--- src/rtl/throw_pkg.sv ---
// Shared types and ballistic defaults for the thrown-projectile controllers.
// The cat-side controller is expected to reuse these defaults.
package throw_pkg;

    typedef enum logic [1:0] {
        IDLE   = 2'd0,
        FLIGHT = 2'd1,
        DONE   = 2'd2
    } throw_state_t;

    // Signed 18-bit fixed point; the number of fractional bits is a parameter.
    typedef logic signed [17:0] fx18_t;

    localparam int DEF_FRAC         = 4;
    localparam int DEF_START_X      = 100;
    localparam int DEF_START_Y      = 150;
    localparam int DEF_GROUND_Y     = 40;
    localparam int DEF_VX_GAIN      = 2;
    localparam int DEF_VY_GAIN      = 3;
    localparam int DEF_GRAVITY      = 8;
    localparam int DEF_TARGET_X_MIN = 230;
    localparam int DEF_TARGET_X_MAX = 270;

    // Integer part to 12-bit screen coordinate, saturating at both ends.
    function automatic logic [11:0] clamp12(input fx18_t v);
        if (v[17])
            return 12'd0;
        else if (v > 18'sd4095)
            return 12'hfff;
        else
            return v[11:0];
    endfunction

endpackage

--- src/rtl/vga_pkg.sv ---
// Video timing constants shared by the sprite controllers and renderers.
package vga_pkg;

    localparam int HOR_PIXELS = 640;
    localparam int VER_PIXELS = 480;

endpackage

--- src/rtl/throw_physics_step.sv ---
// One frame of ballistic motion: next x/y/vy plus the landing and exit tests
// evaluated on the new position. Purely combinational.
module throw_physics_step
    import throw_pkg::*;
#(
    parameter int FRAC         = DEF_FRAC,
    parameter int GRAVITY      = DEF_GRAVITY,
    parameter int GROUND_Y     = DEF_GROUND_Y,
    parameter int TARGET_X_MIN = DEF_TARGET_X_MIN,
    parameter int TARGET_X_MAX = DEF_TARGET_X_MAX,
    parameter int X_LIMIT      = vga_pkg::HOR_PIXELS
) (
    input  fx18_t x,
    input  fx18_t y,
    input  fx18_t vx,
    input  fx18_t vy,
    input  fx18_t wind,
    output fx18_t x_nx,
    output fx18_t y_nx,
    output fx18_t vy_nx,
    output fx18_t x_int,
    output fx18_t y_int,
    output logic  off_screen,
    output logic  landed,
    output logic  on_target
);

    // Wind acts on position only; vx itself is constant for the whole flight.
    assign x_nx  = x + vx + wind;
    assign y_nx  = y + vy;
    assign vy_nx = vy - fx18_t'(GRAVITY);

    assign x_int = x_nx >>> FRAC;
    assign y_int = y_nx >>> FRAC;

    assign off_screen = x_int[17] || (x_int >= fx18_t'(X_LIMIT));
    assign landed     = (y_int <= fx18_t'(GROUND_Y));
    assign on_target  = (x_int >= fx18_t'(TARGET_X_MIN)) && (x_int <= fx18_t'(TARGET_X_MAX));

endmodule

--- src/rtl/projectile_ctl_dog.sv ---
// Trajectory controller for the dog's projectile; feeds the dog projectile
// renderer with active/x_pos/y_pos and reports hit/miss on landing or exit.
//
//  state  | meaning
//  -------+-----------------------------------------------------------
//  IDLE   | waiting for fire with non-zero power
//  FLIGHT | shot in the air, advanced once per frame_tick
//  DONE   | shot finished, hold off until the next frame_tick
module projectile_ctl_dog
    import throw_pkg::*;
#(
    parameter int FRAC         = DEF_FRAC,
    parameter int START_X      = DEF_START_X,
    parameter int START_Y      = DEF_START_Y,
    parameter int GROUND_Y     = DEF_GROUND_Y,
    parameter int VX_GAIN      = DEF_VX_GAIN,
    parameter int VY_GAIN      = DEF_VY_GAIN,
    parameter int GRAVITY      = DEF_GRAVITY,
    parameter int TARGET_X_MIN = DEF_TARGET_X_MIN,
    parameter int TARGET_X_MAX = DEF_TARGET_X_MAX
) (
    input  logic              clk,
    input  logic              rst,
    input  logic              frame_tick,
    input  logic              fire,
    input  logic [6:0]        power,
    input  logic signed [5:0] wind,
    output logic              active,
    output logic [11:0]       x_pos,
    output logic [11:0]       y_pos,
    output logic              busy,
    output logic              hit,
    output logic              miss
);

    localparam logic [1:0] ST_IDLE   = IDLE;
    localparam logic [1:0] ST_FLIGHT = FLIGHT;
    localparam logic [1:0] ST_DONE   = DONE;

    localparam fx18_t X_LOAD = fx18_t'(START_X * (1 << FRAC));
    localparam fx18_t Y_LOAD = fx18_t'(START_Y * (1 << FRAC));

    logic [1:0] state;
    fx18_t      x, y, vx, vy, wind_r;
    fx18_t      x_nx, y_nx, vy_nx, x_int, y_int;
    logic       off_screen, landed, on_target;

    throw_physics_step #(
        .FRAC         (FRAC),
        .GRAVITY      (GRAVITY),
        .GROUND_Y     (GROUND_Y),
        .TARGET_X_MIN (TARGET_X_MIN),
        .TARGET_X_MAX (TARGET_X_MAX),
        .X_LIMIT      (vga_pkg::HOR_PIXELS)
    ) u_step (
        .x          (x),
        .y          (y),
        .vx         (vx),
        .vy         (vy),
        .wind       (wind_r),
        .x_nx       (x_nx),
        .y_nx       (y_nx),
        .vy_nx      (vy_nx),
        .x_int      (x_int),
        .y_int      (y_int),
        .off_screen (off_screen),
        .landed     (landed),
        .on_target  (on_target)
    );

    // Launch / per-frame advance / result reporting; all outputs registered.
    always_ff @(posedge clk) begin
        if (rst) begin
            state  <= ST_IDLE;
            x      <= '0;
            y      <= '0;
            vx     <= '0;
            vy     <= '0;
            wind_r <= '0;
            active <= 1'b0;
            x_pos  <= '0;
            y_pos  <= '0;
            busy   <= 1'b0;
            hit    <= 1'b0;
            miss   <= 1'b0;
        end else begin
            hit  <= 1'b0;
            miss <= 1'b0;
            case (state)
                ST_IDLE: begin
                    // A coincident frame_tick does not move the shot: it starts next frame.
                    if (fire && (power != 7'd0)) begin
                        x      <= X_LOAD;
                        y      <= Y_LOAD;
                        vx     <= fx18_t'(int'(power) * VX_GAIN);
                        vy     <= fx18_t'(int'(power) * VY_GAIN);
                        wind_r <= fx18_t'(wind);
                        active <= 1'b1;
                        busy   <= 1'b1;
                        x_pos  <= clamp12(fx18_t'(START_X));
                        y_pos  <= clamp12(fx18_t'(START_Y));
                        state  <= ST_FLIGHT;
                    end
                end
                ST_FLIGHT: begin
                    if (frame_tick) begin
                        x     <= x_nx;
                        y     <= y_nx;
                        vy    <= vy_nx;
                        x_pos <= clamp12(x_int);
                        y_pos <= clamp12(y_int);
                        // Leaving the screen wins over a same-frame landing.
                        if (off_screen) begin
                            miss   <= 1'b1;
                            active <= 1'b0;
                            state  <= ST_DONE;
                        end else if (landed) begin
                            hit    <= on_target;
                            miss   <= !on_target;
                            active <= 1'b0;
                            state  <= ST_DONE;
                        end
                    end
                end
                ST_DONE: begin
                    if (frame_tick) begin
                        busy  <= 1'b0;
                        state <= ST_IDLE;
                    end
                end
                default: begin
                    state  <= ST_IDLE;
                    active <= 1'b0;
                    busy   <= 1'b0;
                end
            endcase
        end
    end

endmodule

--- config.mk ---
export PLATFORM = sky130hd
export DESIGN_NAME = projectile_ctl_dog
export DESIGN_NICKNAME = d
export VERILOG_FILES = /design/src/rtl/throw_pkg.sv /design/src/rtl/vga_pkg.sv /design/src/rtl/throw_physics_step.sv /design/src/rtl/projectile_ctl_dog.sv
export SDC_FILE = /design/constraint.sdc
export NUM_CORES = 1
export LEC_CHECK = 0
export BUFFER_PORTS_ARGS = -buffer_cell sky130_fd_sc_hd__clkbuf_2
export CAP_MARGIN = 20
export CORE_MARGIN = 3
export CORE_UTILIZATION = 30
export DETAILED_ROUTE_END_ITERATION = 8
export GPL_ROUTABILITY_DRIVEN = 0
export PLACE_DENSITY = 0.44
export RECOVER_POWER = 50
export SLEW_MARGIN = 30
export SYNTH_ARGS = -nofsm -noshare
export SYNTH_HDL_FRONTEND = slang
export SYNTH_SLANG_ARGS = --single-unit
--- constraint.sdc ---
create_clock -name clk -period 4 [get_ports clk]
set_clock_uncertainty 0.2 [all_clocks]
set_input_delay 1.2 -clock clk [delete_from_list [all_inputs] [get_ports clk]]
set_output_delay 1.2 -clock clk [all_outputs]
set_load 0.05 [all_outputs]
==> results of run 1 <==
cell type report:
type	count	area, um2	share of cell area, %
Multi-Input combinational cell	610	4041	57.79
Sequential cell	97	1942	27.77
Timing Repair Buffer	62	319.1	4.563
Inverter	20	75.07	1.074
Clock buffer	10	239.0	3.417
Tap cell	270	337.8	4.831
Clock inverter	5	38.79	0.5547
worst max-delay path, stage by stage (launching register included):
cell,delay [ns]
dfxtp_1,0.33
fa_1,0.48
ha_1,0.25
fa_1,0.43
a21oi_1,0.28
o21a_1,0.18
o211a_1,0.25
nand4b_1,0.15
nand3_1,0.11
or4b_1,0.63
o21ai_1,0.25
o311ai_1,0.13
sequential cells by signal (all words and copies together), names as in the netlist, 2 cells and up:
| register | count |
|---|---|
| x_pos | 12 |
| state | 2 |
| y | 18 |
| vy | 18 |
| vx | 7 |
| wind_r | 6 |
| x | 18 |
| y_pos | 12 |
layer usage:
metal,GRT usage (%),wire (um)
met3,2.635,484
met1,21.19,8378
met5,0,0
met2,27.01,8600
met4,4.666,334
synthesized netlist by cell type (4+ instances only):
| cell type | instances | area (um2) |
|---|---|---|
| a211oi_1 | 8 | 60.06 |
| a21o_1 | 18 | 135.1 |
| a21oi_1 | 97 | 485.5 |
| a22oi_1 | 7 | 52.55 |
| a31oi_1 | 10 | 62.56 |
| and2_1 | 6 | 37.54 |
| and3_1 | 5 | 31.28 |
| clkbuf_1 | 40 | 150.1 |
| dfxtp_1 | 97 | 1942 |
| fa_1 | 10 | 200.2 |
| ha_1 | 55 | 688.2 |
| inv_1 | 20 | 75.07 |
| nand2_1 | 112 | 420.4 |
| nand2b_1 | 5 | 31.28 |
| nand3_1 | 25 | 125.1 |
| nor2_1 | 61 | 229.0 |
| nor3_1 | 18 | 90.09 |
| o2111ai_1 | 4 | 35.03 |
| o211ai_1 | 11 | 82.58 |
| o21a_1 | 5 | 37.54 |
| o21ai_0 | 28 | 140.1 |
| o21bai_1 | 6 | 45.04 |
| o221ai_1 | 4 | 35.03 |
| or3_1 | 5 | 31.28 |
| xnor2_1 | 31 | 271.5 |
| xor2_1 | 11 | 96.34 |
path summary, 6_finish.rpt:
path | start | end | slack (ns) | depth (start not counted)
worst min register to register | y_pos[1] | y_pos[1] | 0.25 | 2
worst min-delay path | y_pos[1] | y_pos[1] | 0.25 | 2
worst max register to register | wind_r[1] | state[1] | 0.21 | 11
worst max-delay path | wind_r[1] | state[1] | 0.21 | 11
cells in the final DEF (no fill, tap or decap), types with 7 or more instances in the layout:
cell type  instances
clkbuf_1          31
nand3_1           25
o21ai_0           28
fa_1              10
a31oi_1           10
xor2_1            11
dfxtp_1           97
clkbuf_2          16
inv_1             20
nor2_1            61
nor3_1            18
a211oi_1           8
a21oi_1           97
xnor2_1           30
a21o_1            18
clkbuf_16          9
a22oi_1            7
nand2_1          112
o211ai_1          11
ha_1              55
buf_4             13
cell families (layout without fill, tap and decap cells):
logic type | Yosys count | after routing | share of synthesized area, %
simple gates | 272 | 272 | 20.98
compound gates | 229 | 229 | 23.47
flops | 97 | 97 | 31.18
fa+ha+maj | 65 | 65 | 14.27
buf+inv | 62 | 97 | 3.878
xor+xnor | 42 | 42 | 5.907
mux | 2 | 2 | 0.3215
power breakdown:
group	leakage [nW]	total (W)	internal [W]	switching [W]
Combinational	1.95	0.00220	0.000745	0.00146
Clock	0.135	0.000840	0.000440	0.000399
Sequential	0.791	0.00135	0.00116	0.000194
Total	2.88	0.00439	0.00234	0.00205
stage by stage:
stage                     cell area (um2)  total power (W)  utilization [%]  worst slack (ns)  hold slack [ns]
after floorplan                      6227         0.002958                -            0.3064           0.2356
after global placement               6771         0.003586            33.36            0.3039           0.2403
final                                6993         0.004389            34.45            0.2085           0.2518
after global routing                 6993         0.004737            34.45           0.03367           0.2724
after detailed placement             6771         0.003617            33.36            0.2239           0.2455
after CTS                            7049         0.004470            34.73            0.2202           0.2529
==> summary.txt, run 1 <==
worst hold path type -> register to register
Post-Place Cells -> 1059
power per cell area -> 627.7 nW/um2
Least-Margin Pin Slew -> 0.9903 ns
Crit. End Element -> register
number of global-route vias before repair -> 5411
Synth Warn # -> 0
Synth Register Bits -> 97
ys flop type -> dfxtp_1
initial antenna violation count -> 0
leakage -> 2.876 nW
Root Buffer -> clkbuf_16
CP max FO -> 5
Core Footprint -> 20300 um2
CTS tree -> built
Initial Util -> 30.68%
VDD IR max -> 0.0002430 V
fin crit period -> 3.792 ns
final hold violations -> 0
Yosys cell types -> 71
Max Buffers Root-to-Sink -> 2
status -> finished, final reports clean
CP startpoint kind -> register
Mapped Cells -> 769
Std-Cell Rows -> 52
fin cells -> 1074
worst skew pair latency -> 0.35 ns
fraction of layout cells with a size suffix above 1 -> 8.333%
DRC Markers -> 0
max cap viols -> 0
CTS buffer count -> 9
NumNets Final -> 882
starting DRC count in detailed routing -> 294
clk sink count -> 97
GRT overflow -> 0
Seq/Total Area, Yosys -> 31.18%
Post-Syn Area per Cell -> 8.098 um2
Area Overhead vs Synth -> 12.30%
CP arrival -> 3.82 ns
Die Height -> 150.1 um
final period utilization -> 94.79%
post-CTS sizing -> 0
critical path required time -> 4.03 ns
slew margin rel. -> 33.98%
Vias -> 5527
Die ar. -> 22520 um2
chip width -> 150.1 um
number of post-CTS setup repair buffers -> 0
first-pass GRT wire length -> 28780 um
Vias/cell -> 5.146
# hold bufs at CTS -> 0
DR WL/cell -> 16.57 um
EDFF count, synth -> 0
n_diodes -> 0
DRT Wirelength -> 17800 um
asr flop ratio synth -> 0%
Final ANT Viol Nets -> 0
Slew Limit Fails -> 0
DP HPWL -> 13380 um
pin count of the biggest net entering global routing -> 45
Synth Net Count -> 851
filler instances -> 2170
Pre-antenna DRT Iters -> 5
Clock transition at path regs -> 0.07 ns
final setup fails -> 0
Setup Crit Path Kind -> register to register
Global Route Usage Sum -> 16.06%
unrepaired setup endpoints after global routing -> no
Total Neg Setup Slack -> 0 ns
area of the mapped netlist -> 6227 um2
fmax -> 263.7 MHz
# port buffers -> 44
Ports -> 45
htree depth -> 3
(Power assumes the default switching activity.)
==> inputs of run 2 (changes only) <==
SYNTH_HIERARCHICAL = 1   (was default)
==> run 2 against run 1 <==
Compared with the run above:
- largest power group is now registers
- maximum frequency decreased by 4.4%
- sequential cell count unchanged
- critical path depth increased by 4
- largest cell class unchanged
- final area increased by 3.7%
==> summary.txt, run 2 <==
fin cells -> 1031 (-4.0%)
starting DRC count in detailed routing -> 203 (-31%)
final setup fails -> 0 (unchanged)
crit-path cells -> fa_1 -> ha_2 -> fa_2 -> a21o_1 -> nand4_1 -> and3_4 -> o31a_1 -> o21ai_2 -> or4_1 -> and3_4 -> or4b_4 -> o21ai_4 -> nand2_1 -> a21o_1 -> a21oi_1
most area-consuming cells after synthesis -> dfxtp_1, ha_1, fa_1, a21oi_1, buf_4
power per cell area -> 434.2 nW/um2 (-31%)
Setup Crit Path Kind -> register to register
Crit. End Element -> register
Post-Syn Area per Cell -> 8.965 um2 (+11%)
Synth Area in Compound Gates -> 25.00% (+1.5 points)
Logic pwr share -> 33.8% (-16 points)
commonest non-fill, non-tap cell in the layout -> dfxtp_1
Sequential Power Share -> 34.6% (+3.9 points)
Area Overhead vs Synth -> 12.48%
DR WL/cell -> 16.74 um (+1.0%)
area of the mapped netlist -> 6446 um2 (+3.5%)
switch share -> 35.94% (-11 points)
slowest cell delay on critical path -> 0.51 ns (-0.12 ns)
Pre-antenna DRT Iters -> 4 (-1)
worst skew pair latency -> 0.36 ns (about the same)
Std-Cell Rows -> 52 (unchanged)
chip width -> 152.6 um (+1.7%)
number of global-route vias before repair -> 5336 (-1.4%)
EDFF count, synth -> 0 (unchanged)
Synth Area in Adders -> 14.95% (+0.68 points)
Seq/Total Area, Yosys -> 30.12% (-1.1 points)
most common cell in the netlist -> dfxtp_1
Clock power frac -> 31.6% (+13 points)
commonest cells after routing, fill and taps aside -> dfxtp_1, nand2_1, a21oi_1
GRT overflow -> 0 (unchanged)
CTS tree -> built
met2 Usage GRT -> 25.82% (-1.2 points)
Synth Register Bits -> 97 (unchanged)
Global Route Usage Sum -> 14.86% (-1.2 points)
CP max FO -> 3 (-2)
Synth top area share -> 30.12% (-1.1 points)
Final ANT Viol Nets -> 0 (unchanged)
Initial Util -> 31.16% (+0.48 points)
DRT Wirelength -> 17260 um (-3.0%)
Commonest cells post-synth -> dfxtp_1, nand2_1, a21oi_1, ha_1, buf_4
Yosys cell types -> 80 (+13%)
Slowest-stage cell, CP -> or4b_4
Vias/cell -> 5.088 (-1.1%)
Synth Warn # -> 6 (+6)
critical path required time -> 4.08 ns (+0.05 ns)
leakage -> 3.089 nW (+7.4%)
first-pass GRT wire length -> 28370 um (-1.4%)
htree depth -> 3 (unchanged)
Largest regs -> vy x18, x x18, y x18
clk sink count -> 97 (unchanged)
largest family of logic cells by synthesized area -> compound AO/OA/AOI/OAI gates
met3 global-route usage -> 3.124% (+0.49 points)
CP arrival -> 4.04 ns (+0.22 ns)
fmax -> 252.2 MHz (-4.4%)
Post-Place Cells -> 1011 (-4.5%)
Vias -> 5246 (-5.1%)
n_diodes -> 0 (unchanged)
xor/xnor cell area share of the yosys netlist -> 5.707% (-0.20 points)
slew margin rel. -> 6.759% (-27 points)
NumNets Final -> 838 (-5.0%)
Root Buffer -> clkbuf_16
P_sw -> 0.001132 W (-45%)
Core Footprint -> 20690 um2 (+1.9%)
fraction of layout cells with a size suffix above 1 -> 15.37% (+7.0 points)
Least-Margin Pin Slew -> 1.389 ns (+0.3990 ns)
VDD IR max -> 0.0002157 V (-11%)
Total Neg Setup Slack -> 0 ns (unchanged)
internal cell power -> 0.002017 W (-14%)
Max Buffers Root-to-Sink -> 2 (unchanged)
GRT busiest layer -> met2
Ports -> 45 (unchanged)
max cap viols -> 0 (unchanged)
Die ar. -> 23280 um2 (+3.4%)
fin crit period -> 3.966 ns (+0.1741 ns)
filler instances -> 2198 (+1.3%)
initial antenna violation count -> 0 (unchanged)
met1 Use GR -> 19.05% (-2.1 points)
final period utilization -> 99.14% (+4.4 points)
cell family with most CP delay -> simple AND/OR/NAND/NOR gates
ys flop type -> dfxtp_1
asr flop ratio synth -> 0% (unchanged)
Clock transition at path regs -> 0.08 ns (about the same)
worst path bufs/invs -> 0 (unchanged)
final hold violations -> 0 (unchanged)
Simple-Gate Fraction of Synth Area -> 15.30% (-5.7 points)
status -> finished, final reports clean
CTS buffer count -> 9 (unchanged)
multiplexer share of the synthesized area -> 0% (-0.32 points)
DRC Markers -> 0 (unchanged)
CP startpoint kind -> register
cell accounting for the most synthesized area -> dfxtp_1
worst hold path type -> register to register
DP HPWL -> 12840 um (-4.1%)
Die Height -> 152.6 um (+1.7%)
Slew Limit Fails -> 0 (unchanged)
# port buffers -> 44 (unchanged)
Mapped Cells -> 719 (-6.5%)
unrepaired setup endpoints after global routing -> yes
pin count of the biggest net entering global routing -> 34 (-24%)
Tot Pwr -> 0.003149 W (-28%)
## run 2: layout make-up
cell class	count	area, um2	area share, %
flip-flops and latches	97	1947	26.85
clock buffers	10	239.0	3.296
inverters	29	108.9	1.501
multi-input cells	537	4055	55.93
clock inverters	6	92.59	1.277
well taps	270	337.8	4.659
repair buffers	82	470.5	6.488
## run 2: routing by layer
layer | wire length (um) | vias to the layer above
li1 | - | 2635
met1 | 7922 | 2542
met2 | 8680 | 59
met3 | 472 | 10
met4 | 180 | 0
met5 | 0 | -
## run 2: worst reg2reg max path, delay by kind of cell, from the launching register on
family | cells | cell delay (ns)
and+or+nand+nor | 6 | 1.47
DFF | 1 | 0.33
adders and majority gates | 3 | 1.01
AOI/OAI and AO/OA | 6 | 0.89
## run 2: cell families (layout without fill, tap and decap cells)
family / Yosys count / in the layout
compound gates: 225 / 225
fa+ha+maj: 65 / 65
simple gates: 193 / 194
xor+xnor: 42 / 42
buf+inv: 96 / 127
other cells: 1 / 11
flops: 97 / 97
## run 2: path summary, 6_finish.rpt
kind | startpoint | to | slack (ns) | cells past startpoint
setup reg to reg | wind_r[1] | active | 0.03 | 15
setup / recovery | wind_r[1] | active | 0.03 | 15
hold reg to reg | y_pos[5] | y_pos[5] | 0.25 | 2
hold / removal | y_pos[5] | y_pos[5] | 0.25 | 2
## run 2: power by group through the flow
stage	clock network, W	registers [W]	logic [W]
final	0.000993	0.00109	0.00107
after global routing	0.00107	0.00110	0.00118
after CTS	0.00103	0.00109	0.00103
after detailed placement	0	0.00111	0.00102
after global placement	0	0.00111	0.00101
after floorplan	0	0.00117	0.000767
## run 2: metrics by stage
step	instance area, um2	worst slack [ns]	utilization, %	hold WS (ns)
floorplan	6500	0.02802	-	0.2363
global placement	6860	0.005215	33.16	0.2427
detailed placement	6860	-0.03714	33.16	0.2492
CTS	7209	0.009965	34.85	0.2597
global route	7251	-0.1460	35.04	0.2736
finish	7251	0.03435	35.04	0.2541
## run 2: what timing repair did
action                                 in CTS  in global routing
setup buffers                               0                  3
gates resized for setup                     6                 20
cloned                                      0                  1
hold buffers                                0                  0
pin swaps                                   5                  5
endpoints found under the hold margin       0                  0
setup endpoints to repair                   5                 17
